--- src/rtl/tl_ul_pkg.sv ---
// Shared TileLink-UL field widths, opcodes and packed beat layouts for the
// channel buffer and its queues.
package tl_ul_pkg;

  localparam int unsigned A_OPCODE_W = 3;
  localparam int unsigned A_SIZE_W   = 4;
  localparam int unsigned A_ADDR_W   = 32;
  localparam int unsigned A_MASK_W   = 8;
  localparam int unsigned A_DATA_W   = 64;
  localparam int unsigned D_PARAM_W  = 2;
  localparam int unsigned D_SINK_W   = 3;

  localparam int unsigned A_W = 111;
  localparam int unsigned D_W = 78;

  localparam logic [2:0] A_PUT_FULL_DATA    = 3'd0;
  localparam logic [2:0] A_PUT_PARTIAL_DATA = 3'd1;
  localparam logic [2:0] A_GET              = 3'd4;

  localparam logic [2:0] D_ACCESS_ACK      = 3'd0;
  localparam logic [2:0] D_ACCESS_ACK_DATA = 3'd1;

  typedef struct packed {
    logic [A_OPCODE_W-1:0] opcode;
    logic [A_SIZE_W-1:0]   size;
    logic [A_ADDR_W-1:0]   address;
    logic [A_MASK_W-1:0]   mask;
    logic [A_DATA_W-1:0]   data;
  } a_beat_t;

  typedef struct packed {
    logic [A_OPCODE_W-1:0] opcode;
    logic [D_PARAM_W-1:0]  param;
    logic [A_SIZE_W-1:0]   size;
    logic [D_SINK_W-1:0]   sink;
    logic                  denied;
    logic [A_DATA_W-1:0]   data;
    logic                  corrupt;
  } d_beat_t;

endpackage

--- src/rtl/tl_queue.sv ---
// Parameterised-depth FIFO with optional same-cycle flow-through; DEPTH=0
// degenerates to a plain wire.
module tl_queue #(
  parameter int unsigned WIDTH = 1,
  parameter int unsigned DEPTH = 2,
  parameter bit          FLOW  = 1'b0
) (
  input  logic             clock,
  input  logic             reset,
  output logic             enq_ready,
  input  logic             enq_valid,
  input  logic [WIDTH-1:0] enq_bits,
  input  logic             deq_ready,
  output logic             deq_valid,
  output logic [WIDTH-1:0] deq_bits
);

  generate
    if (DEPTH == 0) begin : g_wire
      assign enq_ready = deq_ready;
      assign deq_valid = enq_valid;
      assign deq_bits  = enq_bits;
    end else begin : g_q
      localparam int unsigned PW = (DEPTH > 1) ? $clog2(DEPTH) : 1;

      logic [WIDTH-1:0] mem_r [DEPTH];
      logic [PW-1:0]    enq_ptr_r;
      logic [PW-1:0]    deq_ptr_r;
      logic             maybe_full_r;
      logic             empty_s;
      logic             full_s;
      logic             bypass_s;
      logic             do_enq_s;
      logic             do_deq_s;

      function automatic logic [PW-1:0] next_ptr(input logic [PW-1:0] p);
        if (p == PW'(DEPTH - 1)) begin
          return '0;
        end else begin
          return p + PW'(1);
        end
      endfunction

      // Occupancy flags and fire qualification; a bypassed beat neither stores nor pops.
      always_comb begin
        empty_s   = (enq_ptr_r == deq_ptr_r) && !maybe_full_r;
        full_s    = (enq_ptr_r == deq_ptr_r) && maybe_full_r;
        bypass_s  = FLOW && empty_s;
        enq_ready = !full_s;
        deq_valid = !empty_s || (FLOW && enq_valid);
        do_enq_s  = enq_valid && enq_ready && !(bypass_s && deq_ready);
        do_deq_s  = deq_valid && deq_ready && !bypass_s;
        if (bypass_s) begin
          deq_bits = enq_bits;
        end else begin
          deq_bits = mem_r[deq_ptr_r];
        end
      end

      // Payload storage, deliberately left out of reset.
      always_ff @(posedge clock) begin
        if (do_enq_s) begin
          mem_r[enq_ptr_r] <= enq_bits;
        end
      end

      // Pointer and maybe_full bookkeeping.
      always_ff @(posedge clock) begin
        if (reset) begin
          enq_ptr_r    <= '0;
          deq_ptr_r    <= '0;
          maybe_full_r <= 1'b0;
        end else begin
          if (do_enq_s) begin
            enq_ptr_r <= next_ptr(enq_ptr_r);
          end
          if (do_deq_s) begin
            deq_ptr_r <= next_ptr(deq_ptr_r);
          end
          if (do_enq_s != do_deq_s) begin
            maybe_full_r <= do_enq_s;
          end
        end
      end
    end
  endgenerate

endmodule

--- src/rtl/tl_ul_buffer.sv ---
// TileLink-UL channel buffer: one independent FIFO on the A channel and one on
// the D channel, fields passed through untouched.
module tl_ul_buffer
  import tl_ul_pkg::*;
#(
  parameter int unsigned A_DEPTH = 2,
  parameter int unsigned D_DEPTH = 2,
  parameter bit          A_FLOW  = 1'b0,
  parameter bit          D_FLOW  = 1'b0
) (
  input  logic        clock,
  input  logic        reset,
  output logic        auto_in_a_ready,
  input  logic        auto_in_a_valid,
  input  logic [2:0]  auto_in_a_bits_opcode,
  input  logic [3:0]  auto_in_a_bits_size,
  input  logic [31:0] auto_in_a_bits_address,
  input  logic [7:0]  auto_in_a_bits_mask,
  input  logic [63:0] auto_in_a_bits_data,
  input  logic        auto_in_d_ready,
  output logic        auto_in_d_valid,
  output logic [2:0]  auto_in_d_bits_opcode,
  output logic [1:0]  auto_in_d_bits_param,
  output logic [3:0]  auto_in_d_bits_size,
  output logic [2:0]  auto_in_d_bits_sink,
  output logic        auto_in_d_bits_denied,
  output logic [63:0] auto_in_d_bits_data,
  output logic        auto_in_d_bits_corrupt,
  input  logic        auto_out_a_ready,
  output logic        auto_out_a_valid,
  output logic [2:0]  auto_out_a_bits_opcode,
  output logic [3:0]  auto_out_a_bits_size,
  output logic [31:0] auto_out_a_bits_address,
  output logic [7:0]  auto_out_a_bits_mask,
  output logic [63:0] auto_out_a_bits_data,
  output logic        auto_out_d_ready,
  input  logic        auto_out_d_valid,
  input  logic [2:0]  auto_out_d_bits_opcode,
  input  logic [1:0]  auto_out_d_bits_param,
  input  logic [3:0]  auto_out_d_bits_size,
  input  logic [2:0]  auto_out_d_bits_sink,
  input  logic        auto_out_d_bits_denied,
  input  logic [63:0] auto_out_d_bits_data,
  input  logic        auto_out_d_bits_corrupt
);

  a_beat_t a_enq_s;
  a_beat_t a_deq_s;
  d_beat_t d_enq_s;
  d_beat_t d_deq_s;

  assign a_enq_s = '{opcode:  auto_in_a_bits_opcode,
                     size:    auto_in_a_bits_size,
                     address: auto_in_a_bits_address,
                     mask:    auto_in_a_bits_mask,
                     data:    auto_in_a_bits_data};

  assign d_enq_s = '{opcode:  auto_out_d_bits_opcode,
                     param:   auto_out_d_bits_param,
                     size:    auto_out_d_bits_size,
                     sink:    auto_out_d_bits_sink,
                     denied:  auto_out_d_bits_denied,
                     data:    auto_out_d_bits_data,
                     corrupt: auto_out_d_bits_corrupt};

  tl_queue #(.WIDTH(A_W), .DEPTH(A_DEPTH), .FLOW(A_FLOW)) u_a_queue (
    .clock     (clock),
    .reset     (reset),
    .enq_ready (auto_in_a_ready),
    .enq_valid (auto_in_a_valid),
    .enq_bits  (a_enq_s),
    .deq_ready (auto_out_a_ready),
    .deq_valid (auto_out_a_valid),
    .deq_bits  (a_deq_s)
  );

  // D flows slave-to-master, so its enqueue side is the out port.
  tl_queue #(.WIDTH(D_W), .DEPTH(D_DEPTH), .FLOW(D_FLOW)) u_d_queue (
    .clock     (clock),
    .reset     (reset),
    .enq_ready (auto_out_d_ready),
    .enq_valid (auto_out_d_valid),
    .enq_bits  (d_enq_s),
    .deq_ready (auto_in_d_ready),
    .deq_valid (auto_in_d_valid),
    .deq_bits  (d_deq_s)
  );

  assign auto_out_a_bits_opcode  = a_deq_s.opcode;
  assign auto_out_a_bits_size    = a_deq_s.size;
  assign auto_out_a_bits_address = a_deq_s.address;
  assign auto_out_a_bits_mask    = a_deq_s.mask;
  assign auto_out_a_bits_data    = a_deq_s.data;

  assign auto_in_d_bits_opcode  = d_deq_s.opcode;
  assign auto_in_d_bits_param   = d_deq_s.param;
  assign auto_in_d_bits_size    = d_deq_s.size;
  assign auto_in_d_bits_sink    = d_deq_s.sink;
  assign auto_in_d_bits_denied  = d_deq_s.denied;
  assign auto_in_d_bits_data    = d_deq_s.data;
  assign auto_in_d_bits_corrupt = d_deq_s.corrupt;

endmodule

--- config.mk ---
export PLATFORM = sky130hd
export DESIGN_NAME = tl_ul_buffer
export DESIGN_NICKNAME = d
export VERILOG_FILES = /design/src/rtl/tl_ul_pkg.sv /design/src/rtl/tl_queue.sv /design/src/rtl/tl_ul_buffer.sv
export SDC_FILE = /design/constraint.sdc
export NUM_CORES = 1
export LEC_CHECK = 0
export BUFFER_PORTS_ARGS = -buffer_cell sky130_fd_sc_hd__buf_4
export CORE_MARGIN = 1.5
export CORE_UTILIZATION = 30
export CTS_CLUSTER_DIAMETER = 100
export DETAILED_ROUTE_END_ITERATION = 10
export SYNTH_ARGS = -nofsm -noshare
export SYNTH_HDL_FRONTEND = slang
export SYNTH_SLANG_ARGS = --single-unit
--- constraint.sdc ---
create_clock -name clock -period 3.1 [get_ports clock]
set_clock_uncertainty 0.2 [all_clocks]
set_input_delay 0.31 -clock clock [delete_from_list [all_inputs] [get_ports clock]]
set_output_delay 0.31 -clock clock [all_outputs]
set_load 0.05 [all_outputs]
==> impl_metrics.yaml <==
status:
  status: "finished clean"
timing:
  slew_headroom_pct: 57.9
  hold_viol_final: 0
  setup_violations: 0
  max_freq_mhz: 379
  rsz0062_at_grt: "no"
  fin_crit_ps: 2640
  finalSetupTns_ps: 0
  worstMarginPinSlew_ps: 632
  drv_slew: 0
  final.period_utilization_pct: 85.2
cts:
  cts.clk_slew.worst_paths_ps: 60
  cts_root_buf: "clkbuf_16"
  cts_made_buffers: 42
  cts_max_level: 2
  post_cts_buffers: 0
  cts_sinks: 386
  insertion_delay_ps: 550
  clk_path_buf_depth: 3
  cts_tree: "built"
placement:
  dpl.hpwl_mm: 21.6
  placedCellCount: 1628
  placed_area_sq_um: 17800
  gp_congestion: 0.737
  io_buffer_count: 387
setup_path:
  crit_path_end_kind: "output pin"
  r2r_end: "u_a_queue.g_q.mem_r[0][58]"
  reg2reg_depth: 4
  start_kind: "register"
  cp.arrival_ps: 2130
  cp_max_fo: 24
  rrSetupSlack_ps: 1030
  crit_type: "register to output pin"
  cp_data_required_time_ps: 2590
  timing.rr.start: "u_a_queue.g_q.maybe_full_r"
detailed_routing:
  drt-pass1-iter-count: 6
  routed_wl_mm: 33.3
  routedWlPerCell_um: 17.6
  drt_iter0_drc: 327
  avgViaCountPerCell: 4.31
  antenna_left: 0
  vias: 8171
  post-route-drc-count: 0
yosys:
  seq_area_frac_synth_pct: 81.9
  ys_warn_count: 0
  synth_top_area_share_pct: 80.7
  netlist_instances: 639
  syn_nets: 834
  synth_top_cells_by_area: "edfxtp_1, mux2_2, dfxtp_1"
  syn-cell-area_sq_um: 14100
  syn_avg_cell_area_sq_um: 22.0
  synth_seq_cells: 386
  synth.distinct_cells: 22
  yosys.area.top_type: "edfxtp_1"
final_layout:
  drive_gt1_share_pct: 50.6
  fin_nets: 1455
  fin_area_sq_um: 21100
  syn2layout_area_growth_pct: 49.9
  final_core_util_pct: 45.5
  final_cells: 1898
global_routing:
  overflow: 0
  grt_usage_pct: 13.4
  grt_pass1_vias: 8711
  grt_pass1_wl_mm: 49.1
  antenna_found_initial: 2
  grt_max_degree: 77
min_path:
  worstHoldEndpoint: "u_a_queue.g_q.mem_r[1][44]"
  hp-start: "auto_in_a_bits_data[44]"
  hold_depth: 2
  hold_class: "input port to register"
floorplanning:
  num_rows: 79
  die_x_um: 219
  start_util_pct: 30.3
  die_area_sq_um: 48200
  core_area_sq_um: 46400
  ios: 388
  dieHeight_um: 219
pwr:
  p_total_mw: 13.9
  power_density_nw_per_um2: 659
  irDropWorstVdd_uv: 567
  p_leak_nw: 7.79
flow_run:
  max_cap_violations: 0
==> state kept, by name (all words and copies together), names as in the netlist, named ones only <==
name,flops
u_d_queue.g_q.mem_r,156
u_d_queue.g_q.deq_ptr_r,1
u_a_queue.g_q.mem_r,222
u_d_queue.g_q.maybe_full_r,1
u_d_queue.g_q.enq_ptr_r,1
u_a_queue.g_q.enq_ptr_r,1
u_a_queue.g_q.maybe_full_r,1
u_a_queue.g_q.deq_ptr_r,1
==> stage by stage <==
step	hold WS, ps	worst slack (ps)
4_1_cts	243	381
2_1_floorplan	209	251
3_3_place_gp	295	1010
6_report	283	460
3_5_place_dp	297	1010
5_1_grt	255	348
==> worst max-delay path by stage <==
| stage | end | slack [ps] | start |
|---|---|---|---|
| floorplan | u_a_queue.g_q.mem_r[0][0] | 250 | u_a_queue.g_q.maybe_full_r |
| global placement | auto_out_a_bits_address[16] | 1010 | register |
| detailed placement | auto_in_d_bits_data[7] | 1010 | register |
| CTS | auto_in_d_bits_data[7] | 380 | register |
| global route | auto_in_d_bits_data[7] | 350 | register |
| finish | auto_in_d_bits_data[7] | 460 | register |
==> area by class of cell <==
class	instances	area, sq um
antenna	1	2.50
clock buffer	56	1170
clock inverter	18	129
fill	3981	25300
inverter	2	11.3
multi-input combinational	229	2400
sequential	386	11500
tap	607	759
timing repair buffer	599	5080
==> timing repair <==
| item | in CTS | in global routing |
|---|---|---|
| gates resized for setup | 0 | 0 |
| endpoints found under the hold margin | 386 | 0 |
| hold buffers | 195 | 0 |
==> report_power, final <==
part	switching (mW)	internal, mW	total [mW]
Clock	1.93	2.79	4.73
Sequential	0.108	6.15	6.26
Combinational	1.83	1.08	2.90
==> synth_stat cells <==
| library cell | number |
|---|---|
| nand3b_1 | 6 |
| nor2_1 | 2 |
| buf_6 | 3 |
| nand2b_1 | 2 |
| a21bo_2 | 2 |
| inv_1 | 2 |
| a31oi_1 | 4 |
| a21oi_1 | 2 |
| nor3_1 | 4 |
| buf_4 | 9 |
| xnor2_1 | 2 |
| and3_2 | 2 |
| and4bb_1 | 2 |
| buf_2 | 9 |
| edfxtp_1 | 378 |
| nand2_1 | 6 |
| dfxtp_1 | 8 |
| or3_1 | 2 |
| or2b_1 | 4 |
| clkbuf_1 | 1 |
| mux2_2 | 187 |
| mux2_1 | 2 |
==> layer usage <==
metal / global-route usage [%] / routed length [um] / vias to the layer above
li1: - / - / 3783
met1: 15.9 / 13600 / 4021
met2: 22.6 / 15900 / 317
met3: 5.22 / 3190 / 48
met4: 3.54 / 617 / 2
met5: 0 / 13 / -
==> worst max-delay path, stage by stage, from the launching register on <==
cell	delay, ps
dfxtp_4	550
buf_4	410
mux2_2	390
buf_4	190
==> cells in the final DEF (no fill, tap or decap), types with 4 or more instances in the layout <==
master         count
a31oi_1            4
buf_12             8
buf_4            396
clkbuf_1          11
clkbuf_16         45
clkinv_1           9
clkinv_2           7
dfxtp_1            6
dlygate4sd3_1    195
edfxtp_1         378
mux2_2           187
nand2_1            6
nand3b_1           6
nor3_1             4
or2b_1             4
==> cells by family after synthesis <==
kind of cell,count (synthesis),synth area share (%)
and+or+nand+nor,30,1.35
buffers and inverters,24,1.12
muxes,189,15.1
AOI/OAI and AO/OA,8,0.392
xor gates and xnor gates,2,0.125
DFF,386,81.9
Note: power is estimated with default switching activity, not from simulation.
